===== config.mk =====
export PLATFORM = sky130hd
export DESIGN_NAME = find_win_scan
export DESIGN_NICKNAME = d
export VERILOG_FILES = /design/src/rtl/find_win_pkg.sv /design/src/rtl/win_row_check.sv /design/src/rtl/find_win_scan.sv
export SDC_FILE = /design/constraint.sdc
export NUM_CORES = 2
export LEC_CHECK = 0
export CAP_MARGIN = 30
export CORE_MARGIN = 10
export CORE_UTILIZATION = 40
export CTS_CLUSTER_DIAMETER = 150
export DETAILED_ROUTE_END_ITERATION = 16
export PLACE_DENSITY = 0.72
export SLEW_MARGIN = 10
export SYNTH_ARGS = -nofsm -noshare
export SYNTH_HDL_FRONTEND = slang
export SYNTH_HIERARCHICAL = 1
export SYNTH_SLANG_ARGS = --single-unit

===== constraint.sdc =====
create_clock -name Clock -period 5.4 [get_ports Clock]
set_input_delay 1.08 -clock Clock [delete_from_list [all_inputs] [get_ports Clock]]
set_output_delay 1.08 -clock Clock [all_outputs]
set_load 0.005 [all_outputs]

===== src/rtl/find_win_pkg.sv =====
// Shared types for the multi-cycle Connect-4 scanner.
//   win_t        : result encoding (none / red / green / tie)
//   dir_t        : direction of a winning run, measured from its anchor cell
//   scan_state_t : scanner FSM states
//   clog2_min1   : index width helper that never returns 0
package find_win_pkg;

  typedef enum logic [1:0] {
    NO_WIN    = 2'b00,
    RED_WIN   = 2'b01,
    GREEN_WIN = 2'b10,
    TIE       = 2'b11
  } win_t;

  typedef enum logic [1:0] {
    DIR_H       = 2'd0,
    DIR_V       = 2'd1,
    DIR_DIAG_UP = 2'd2,
    DIR_DIAG_DN = 2'd3
  } dir_t;

  typedef enum logic [1:0] {
    IDLE = 2'd0,
    SCAN = 2'd1,
    DONE = 2'd2
  } scan_state_t;

  // A 1-row or 1-column board still needs a 1-bit index port.
  function automatic int clog2_min1(input int n);
    return (n > 1) ? $clog2(n) : 1;
  endfunction

endpackage


===== src/rtl/win_row_check.sv =====
// Combinational evaluation of every anchor cell in one board row.
// Ports:
//   red, green    : full board snapshots, [row][col]
//   row           : row being evaluated
//   hit           : some window anchored in this row is fully owned by one player
//   color         : owner of the selected window (RED_WIN / GREEN_WIN)
//   col, dir      : anchor column and direction of the selected window
//   row_has_empty : some cell in this row is owned by nobody
//   row_conflict  : some cell in this row is owned by both players
module win_row_check
  import find_win_pkg::*;
#(
  parameter int ROWS    = 16,
  parameter int COLS    = 16,
  parameter int WIN_LEN = 4,
  localparam int RW     = clog2_min1(ROWS),
  localparam int CW     = clog2_min1(COLS)
) (
  input  logic [ROWS-1:0][COLS-1:0] red,
  input  logic [ROWS-1:0][COLS-1:0] green,
  input  logic [RW-1:0]             row,
  output logic                      hit,
  output win_t                      color,
  output logic [CW-1:0]             col,
  output dir_t                      dir,
  output logic                      row_has_empty,
  output logic                      row_conflict
);

  // True when all WIN_LEN cells from (r,c) along direction d are set in b.
  // Cells that fall off the board make the window fail.
  function automatic logic run_at(input logic [ROWS-1:0][COLS-1:0] b,
                                  input int r, input int c, input int d);
    logic ok;
    int   rr;
    int   cc;
    ok = 1'b1;
    for (int k = 0; k < WIN_LEN; k++) begin
      rr = r;
      cc = c + k;
      case (d)
        1: begin rr = r + k; cc = c; end
        2: rr = r + k;
        3: rr = r - k;
        default: ;
      endcase
      if (rr < 0 || rr >= ROWS || cc < 0 || cc >= COLS) ok = 1'b0;
      else if (!b[rr[RW-1:0]][cc[CW-1:0]]) ok = 1'b0;
    end
    return ok;
  endfunction

  // Walk from the lowest-priority candidate to the highest so the final
  // write wins: lowest column, then H > V > DIAG_UP > DIAG_DN, then green.
  always_comb begin
    hit           = 1'b0;
    color         = NO_WIN;
    col           = '0;
    dir           = DIR_H;
    row_has_empty = 1'b0;
    row_conflict  = 1'b0;
    for (int c = COLS - 1; c >= 0; c--) begin
      if (!(red[row][c[CW-1:0]] | green[row][c[CW-1:0]])) row_has_empty = 1'b1;
      if (red[row][c[CW-1:0]] & green[row][c[CW-1:0]])    row_conflict  = 1'b1;
      for (int d = 3; d >= 0; d--) begin
        if (run_at(red, int'(row), c, d)) begin
          hit   = 1'b1;
          color = RED_WIN;
          col   = CW'(c);
          dir   = dir_t'(d[1:0]);
        end
        if (run_at(green, int'(row), c, d)) begin
          hit   = 1'b1;
          color = GREEN_WIN;
          col   = CW'(c);
          dir   = dir_t'(d[1:0]);
        end
      end
    end
  end

endmodule


===== src/rtl/find_win_scan.sv =====
// Multi-cycle Connect-4 win detector: snapshots both boards on start and
// checks one row per clock, stopping at the first row holding a win.
// Ports:
//   Clock, reset        : rising-edge clock, synchronous active-high reset
//   start               : scan request, honoured only in IDLE
//   red, green          : live occupancy boards, [row][col]
//   busy                : high while rows are being scanned
//   done                : one-cycle pulse, result outputs valid
//   win                 : 00 none, 01 red, 10 green, 11 tie
//   win_row/win_col     : anchor of the winning run
//   win_dir             : 0 H, 1 V, 2 DIAG_UP, 3 DIAG_DN
//   err                 : some scanned cell was owned by both players
//
// state | meaning
// IDLE  | waiting for start; results from last scan held
// SCAN  | evaluating snapshot row row_q
// DONE  | result registered, done pulse
module find_win_scan
  import find_win_pkg::*;
#(
  parameter int ROWS    = 16,
  parameter int COLS    = 16,
  parameter int WIN_LEN = 4,
  localparam int RW     = clog2_min1(ROWS),
  localparam int CW     = clog2_min1(COLS)
) (
  input  logic                      Clock,
  input  logic                      reset,
  input  logic                      start,
  input  logic [ROWS-1:0][COLS-1:0] red,
  input  logic [ROWS-1:0][COLS-1:0] green,
  output logic                      busy,
  output logic                      done,
  output logic [1:0]                win,
  output logic [RW-1:0]             win_row,
  output logic [CW-1:0]             win_col,
  output logic [1:0]                win_dir,
  output logic                      err
);

  scan_state_t              state_q, state_d;
  logic [RW-1:0]            row_q;
  logic [ROWS-1:0][COLS-1:0] snap_red, snap_green;
  logic                     err_acc_q, empty_acc_q;

  logic                     hit, row_has_empty, row_conflict;
  win_t                     hit_color;
  logic [CW-1:0]            hit_col;
  dir_t                     hit_dir;
  logic                     row_last;

  win_row_check #(.ROWS(ROWS), .COLS(COLS), .WIN_LEN(WIN_LEN)) u_row_check (
    .red           (snap_red),
    .green         (snap_green),
    .row           (row_q),
    .hit           (hit),
    .color         (hit_color),
    .col           (hit_col),
    .dir           (hit_dir),
    .row_has_empty (row_has_empty),
    .row_conflict  (row_conflict)
  );

  assign row_last = (row_q == RW'(ROWS - 1));
  assign busy     = (state_q == SCAN);
  assign done     = (state_q == DONE);

  always_comb begin
    state_d = state_q;
    case (state_q)
      IDLE:    if (start) state_d = SCAN;
      SCAN:    if (hit || row_last) state_d = DONE;
      DONE:    state_d = IDLE;
      default: state_d = IDLE;
    endcase
  end

  always_ff @(posedge Clock) begin
    if (reset) begin
      state_q     <= IDLE;
      row_q       <= '0;
      snap_red    <= '0;
      snap_green  <= '0;
      err_acc_q   <= 1'b0;
      empty_acc_q <= 1'b0;
      win         <= NO_WIN;
      win_row     <= '0;
      win_col     <= '0;
      win_dir     <= DIR_H;
      err         <= 1'b0;
    end else begin
      state_q <= state_d;
      case (state_q)
        IDLE: begin
          if (start) begin
            snap_red    <= red;
            snap_green  <= green;
            row_q       <= '0;
            err_acc_q   <= 1'b0;
            empty_acc_q <= 1'b0;
          end
        end
        SCAN: begin
          err_acc_q   <= err_acc_q | row_conflict;
          empty_acc_q <= empty_acc_q | row_has_empty;
          if (hit) begin
            win     <= hit_color;
            win_row <= row_q;
            win_col <= hit_col;
            win_dir <= hit_dir;
            err     <= err_acc_q | row_conflict;
          end else if (row_last) begin
            // Tie needs every cell of every row occupied, this row included.
            win     <= (empty_acc_q | row_has_empty) ? NO_WIN : TIE;
            win_row <= '0;
            win_col <= '0;
            win_dir <= DIR_H;
            err     <= err_acc_q | row_conflict;
          end else begin
            row_q <= row_q + RW'(1);
          end
        end
        default: ;
      endcase
    end
  end

endmodule


After elaboration in Yosys (flattened, before gate mapping)
Cells that the tools add are included.

Bits in registers: 533. Bits of input ports: 515. Output and inout bits: 15. Word-level logic and storage cells: 1291.

Add/subtract/negate cells: 7. Order comparisons: 21. Eq/ne operators: 7. Multiplexer cells: 1165. Bitwise operators: 34. Reductions and logical operators: 16.

Operators with widths (count): 16-bit binary-select mux with 4-bit select (14); 1-bit 2-to-1 mux (792); 4-bit 2-to-1 mux (116); 2-bit 2-to-1 mux (225); 32-bit by 6-bit greater-or-equal comparator with 1-bit output (second input constant) (6); 32-bit by 1-bit less-than comparator with 1-bit output (second input constant) (6); 16-bit 2-to-1 mux (10); 4-bit by 5-bit less-than comparator with 1-bit output (second input constant) (7); 15-bit 2-to-1 mux (2); 14-bit 2-to-1 mux (2); 1-bit OR (18); 1-bit bitwise AND (16); 4-bit by 2-bit adder with 5-bit output (second input constant) (2); 4-bit by 2-bit subtractor with 5-bit output (second input constant) (2); 1-bit logical OR (8); 4-bit one-hot mux with 2 select lines (1); 2-bit AND reduction (4); 2-bit inequality test (second input constant) (3); 4-bit by 1-bit adder with 5-bit output (second input constant) (1); 4-bit by 5-bit greater-or-equal comparator with 1-bit output (second input constant) (1); 4-bit by 1-bit subtractor with 5-bit output (second input constant) (1); 4-bit by 1-bit adder with 4-bit output (second input constant) (1); 4-bit equality test (second input constant) (1); 4-bit by 1-bit less-than comparator with 1-bit output (second input constant) (1); 8 further kinds (10).

Longest topological paths before layout
Word-level depth: 123. Mapped depth: 26. Mapped depth without buffers: 16.

Hierarchy
Netlist, hierarchy kept.

Modules (own cells, without submodules): win_row_check (times used 1, cells each 1755, area an instance 21830.9 um2, sequential area each 0.0 um2); find_win_scan (times used 1, cells each 2302, area an instance 18228.7 um2, sequential area each 10670.2 um2).

Least setup slack after synthesis
Ideal clock, no wire load.

Path type: flip-flop to flip-flop. Start point: register row_q[1]. End point: register win_col[0]. Setup time: 60 ps. Arrival time: 5874 ps. Data required time: 5340 ps. Setup slack: -534 ps. Stages on the path, launching flop included: 24. Path buffers: 10. Clock period less this slack: 5934 ps. Path through: dfxtp_1 buf_6 buf_12 buf_6 clkinv_1 clkbuf_1 ha_1 buf_4 buf_4 clkbuf_1 buf_1 mux4_2 mux4_2 and4_1 or4_1 nor3_2 nand3_1 nor2_1 nand2_1 clkbuf_1 a31o_2 buf_2 a21oi_2 a22o_1.

Longest elaborated chain between the ends: 122. Elaborated cells between the ends (all ways): 925. Classes of those cells: add/sub (6); order compare (14); eq/ne (1); mux (895); reduce/logical (9).

RTL lines: start: declaration (line find_win_scan.sv:42) `logic [RW-1:0] row_q;`; start signal: assignment (line find_win_scan.sv:120) `row_q <= row_q + RW'(1);`; parallel branches: the longest is 119 deep, another holds 32-bit by 1-bit less-than comparator with 1-bit output; 1-bit 2-to-1 mux (*) (line win_row_check.sv:72) `if (run_at(green, int'(row), c, d)) begin`; net hit (line find_win_scan.sv:46) `logic hit, row_has_empty, row_conflict;`; 2-bit nonzero test (no source line); 2-bit AND reduction (no source line); end signal: assignment (line find_win_scan.sv:109) `win_col <= hit_col;`; end: declaration (line find_win_scan.sv:36) `output logic [CW-1:0] win_col,`.

Mark *: on every way through the listed nets, which the timed path passes. The select of a mux whose other input is x is not followed. A chain may end at the register's enable or synchronous reset.

Worst setup path in the final report
Start point: register row_q[0]. End point: register win[0].

Elaborated cells between the ends (all ways): 960. Classes of those cells: add/sub (6); order compare (14); eq/ne (1); mux (913); bitwise (17); reduce/logical (9).

RTL lines: parallel branches: the longest is 119 deep, another holds 32-bit by 1-bit less-than comparator with 1-bit output; 2-bit 2-to-1 mux (*) (line win_row_check.sv:72); net hit_color[0] (line find_win_scan.sv:47) `win_t hit_color;`; 2-bit 2-to-1 mux (*) (line find_win_scan.sv:106) `if (hit) begin`; end signal: assignment (line find_win_scan.sv:107) `win <= hit_color;`; end signal: assignment (line find_win_scan.sv:114) `win <= (empty_acc_q | row_has_empty) ? NO_WIN : TIE;`; end: declaration (line find_win_scan.sv:34) `output logic [1:0] win,`.

Marks and branches as above.

==> out/qor.csv <==
metric,value,unit
status,completed,
Buf/Inv on CP,4,
Tmin final,5.286,ns
"Req. time, crit path",5.97,ns
Hold WC Path Type,flip-flop to flip-flop,
global-route wire length before repair,275100,microns
Detailed Routing Iterations Pass 1,6,
CTS Buf Count,58,
Synth area leaders,"mux4_2, dfxtp_1, nand2_1",
#FFs+latches synth,533,
final period utilization,97.89,%
DR iter-0 viols,5577,
"FFs w/ async S/R, synth",0,%
worst vdd ir,0.0002075,V
root buffer cell,clkbuf_16,
post-CTS setup buffers,0,
clock tree from TritonCTS,yes,
"Net count, final",5046,
Die ar.,113200,sq um
area delta synth->final,23.09,%
vias in the first global route,36427,
area share of the largest cell type after synthesis,35.19,%
Worst Skew,0.04252,ns
core area,99710,sq um
CTS resizes,0,
"slowest stage delay, CP",0.65,ns
cts hold-fix bufs,0,
area occupied by multi-input gates,27240,sq um
Worst setup SP type,flip-flop,
Setup Viol. Count Final,0,
dpl hpwl,160100,microns
Max Clk Rate,189.2,MHz
Ports,530,
CP Data Arrival Time,5.85,ns
initial core utilization,40.18,%
aggregate global routing overflow,0,
Total Wirelength,198900,microns
Mapped Avg Cell Area,9.874,sq um
post-synthesis cell area,40060,sq um
routed len/inst,33.86,microns
Max H-tree Level,2,
"area leader, netlist",mux4_2,
RSZ-0062 raised after global routing,no,
final antenna-violating net count,0,
DR DRC count,0,
die height,336.5,microns
Worst Setup End Kind,flip-flop,
"Hold Vio Cnt, Final",0,
"Primary FF master, synth",dfxtp_1,
Synthesis Warnings,6,
Worst-Margin Slew,1.053,ns
Worst-path clk slew,0.06,ns
"EDFF count, synth",0,
clk_lat worst skew,0.69,ns
Max Cap Viol,0,
gr usage total,33.77,%
crit path max fanout,20,
Clock Path Buffers,3,
critical setup path kind,flip-flop to flip-flop,
clock sink count,533,
vias after detailed routing,39245,
layout cells sized above 1,22.71,%
vias per cell,6.681,
Synth Instances,4057,
synth unique cells,101,
largest net degree at the start of global routing,182,
Fillers,9054,
Leak,17.14,nW
chip width,336.5,microns
placer congestion estimate,1.080,
final non-filler cell total,5874,
placed cell count,5760,
std cell rows,116,
post-synthesis sequential area ratio,26.64,%
Final Slew Violations,0,
critical-path cell list,"buf_12, ha_1, xor2_4, buf_12, buf_4, mux2i_1, mux2i_1, nand3_1, or3_1, buf_4, nand4_1, a211oi_1, nand4b_1, o41ai_1, o21ai_1, a31oi_1, a21oi_1, a211oi_1",
register area,10680,sq um
TNS Setup,0,ns
Slew HR,29.82,%
Power per Cell Area,259.2,nW/um^2
Synthesized Nets,4581,
"delay-heaviest family, CP",compound AO/OA/AOI/OAI gates,
initial antenna violation count,8,
CP max stage cell,mux2i_1,
port bufs,529,
==> metrics by stage <==
step                area (sq um)  hold slack [ns]  utilization, %  total power, mW  worst slack (ns)
finish                     49310           0.4909           49.45            12.78            0.1138
global route               49300           0.5060           49.44            13.12           0.07410
CTS                        49290           0.4937           49.44            12.66            0.3432
detailed placement         47180           0.4822           47.32            8.239            0.3903
global placement           47170           0.4716           47.30            8.218            0.3621
floorplan                  40090           0.4612               -            6.739          0.009909
==> synth_stat cells (7+ instances only) <==
library cell,n
o211a_1,8
a31oi_1,13
nand2b_1,10
nor2b_1,19
nor4_1,8
buf_1,20
clkbuf_1,114
inv_1,16
buf_2,126
nor3_1,28
buf_8,12
a21oi_1,568
ha_1,9
nor3b_1,12
a211oi_1,9
nor2_1,69
a221oi_1,11
or3_1,14
buf_6,53
o22ai_1,16
nand2_1,1177
nand3_1,80
mux4_2,626
and2_1,27
mux2_2,21
nand4b_1,14
a21o_1,7
and3_1,12
a21boi_0,7
nand4_1,42
mux2i_1,102
o21ai_0,39
dfxtp_1,533
or2_2,8
a22o_1,18
buf_4,31
o221ai_1,12
o211ai_1,12
a22oi_1,18
==> layout by cell type (no fill, tap or decap), types with 8 or more instances in the layout <==
cell	count
a22o_1	18
a21oi_1	568
and3_1	12
buf_4	197
inv_1	16
o21ai_0	39
a211oi_1	9
a22oi_1	18
nand2b_1	10
buf_12	39
nor2_1	69
dfxtp_1	529
clkbuf_8	10
a221oi_1	11
or2_2	8
mux4_2	626
ha_1	8
mux2_2	21
bufinv_16	10
a31oi_1	13
nor2b_1	19
nor4_1	8
nand2_1	1177
o221ai_1	12
o211a_1	8
clkdlybuf4s50_1	528
nor3_1	28
mux2i_1	102
nor3b_1	11
clkinv_2	9
o211ai_1	12
nand4b_1	14
clkbuf_16	59
and2_1	27
nand4_1	42
or3_1	14
nand3_1	80
o22ai_1	16
==> registers in the layout (all words and copies together) (netlist names) <==
name         flops
empty_acc_q      1
err              1
err_acc_q        1
row_q            4
snap_green     256
snap_red       256
state_q          2
win              2
win_col          4
win_dir          2
win_row          4
==> cells by family (layout without fill, tap and decap cells) <==
group	after synthesis	count (layout)	synth area share [%]
AND/OR/NAND/NOR	1558	1558	16.64
AO/OA/AOI/OAI	812	812	11.77
multiplexers	753	753	38.59
flip-flops	533	533	26.64
buffers and inverters	381	894	5.716
XOR/XNOR	11	11	0.3717
adder cells (fa/ha/maj)	9	9	0.2811
other	0	6	0
==> power breakdown <==
group / total [mW] / leakage (nW) / switching [mW] / internal (mW)
clock network: 4.44 / 1.03 / 1.80 / 2.63
logic: 3.68 / 11.7 / 1.96 / 1.72
registers: 4.67 / 4.38 / 0.473 / 4.19
total: 12.8 / 17.1 / 4.24 / 8.54
==> final timing paths <==
path,from,endpoint,slack [ns],cells after the start
setup reg to reg,row_q[0],win[0],0.11,18
setup / recovery,row_q[0],win[0],0.11,18
hold / removal,win_col[2],win_col[2],0.49,1
hold reg to reg,win_col[2],win_col[2],0.49,1
==> layout make-up <==
| cell class | instances | area share [%] |
|---|---|---|
| well taps | 1298 | 3.294 |
| diodes | 6 | 0.03045 |
| repair buffers | 765 | 15.33 |
| inverters | 21 | 0.1624 |
| clock inverters | 33 | 0.9617 |
| multi-input cells | 3143 | 55.24 |
| flip-flops and latches | 533 | 21.67 |
| clock buffers | 75 | 3.319 |
==> routing by layer <==
| layer | part of all wire, % | up-vias | track usage [%] |
|---|---|---|---|
| li1 | - | 16282 | - |
| met1 | 39 | 19734 | 44.62 |
| met2 | 42 | 2830 | 47.96 |
| met3 | 16 | 385 | 16.90 |
| met4 | 3.4 | 14 | 9.892 |
| met5 | 0.15 | - | 1.171 |
==> worst reg2reg max path, cell delays in order, from the launching register on <==
cell and delay (ns):
dfxtp_4 0.42, buf_12 0.22, ha_1 0.49, xor2_4 0.40
buf_12 0.21, buf_4 0.29, mux2i_1 0.65, mux2i_1 0.20
nand3_1 0.15, or3_1 0.20, buf_4 0.15, nand4_1 0.13
a211oi_1 0.34, nand4b_1 0.14, o41ai_1 0.26, o21ai_1 0.21
a31oi_1 0.34, a21oi_1 0.12, a211oi_1 0.26
(Power assumes the default switching activity.)
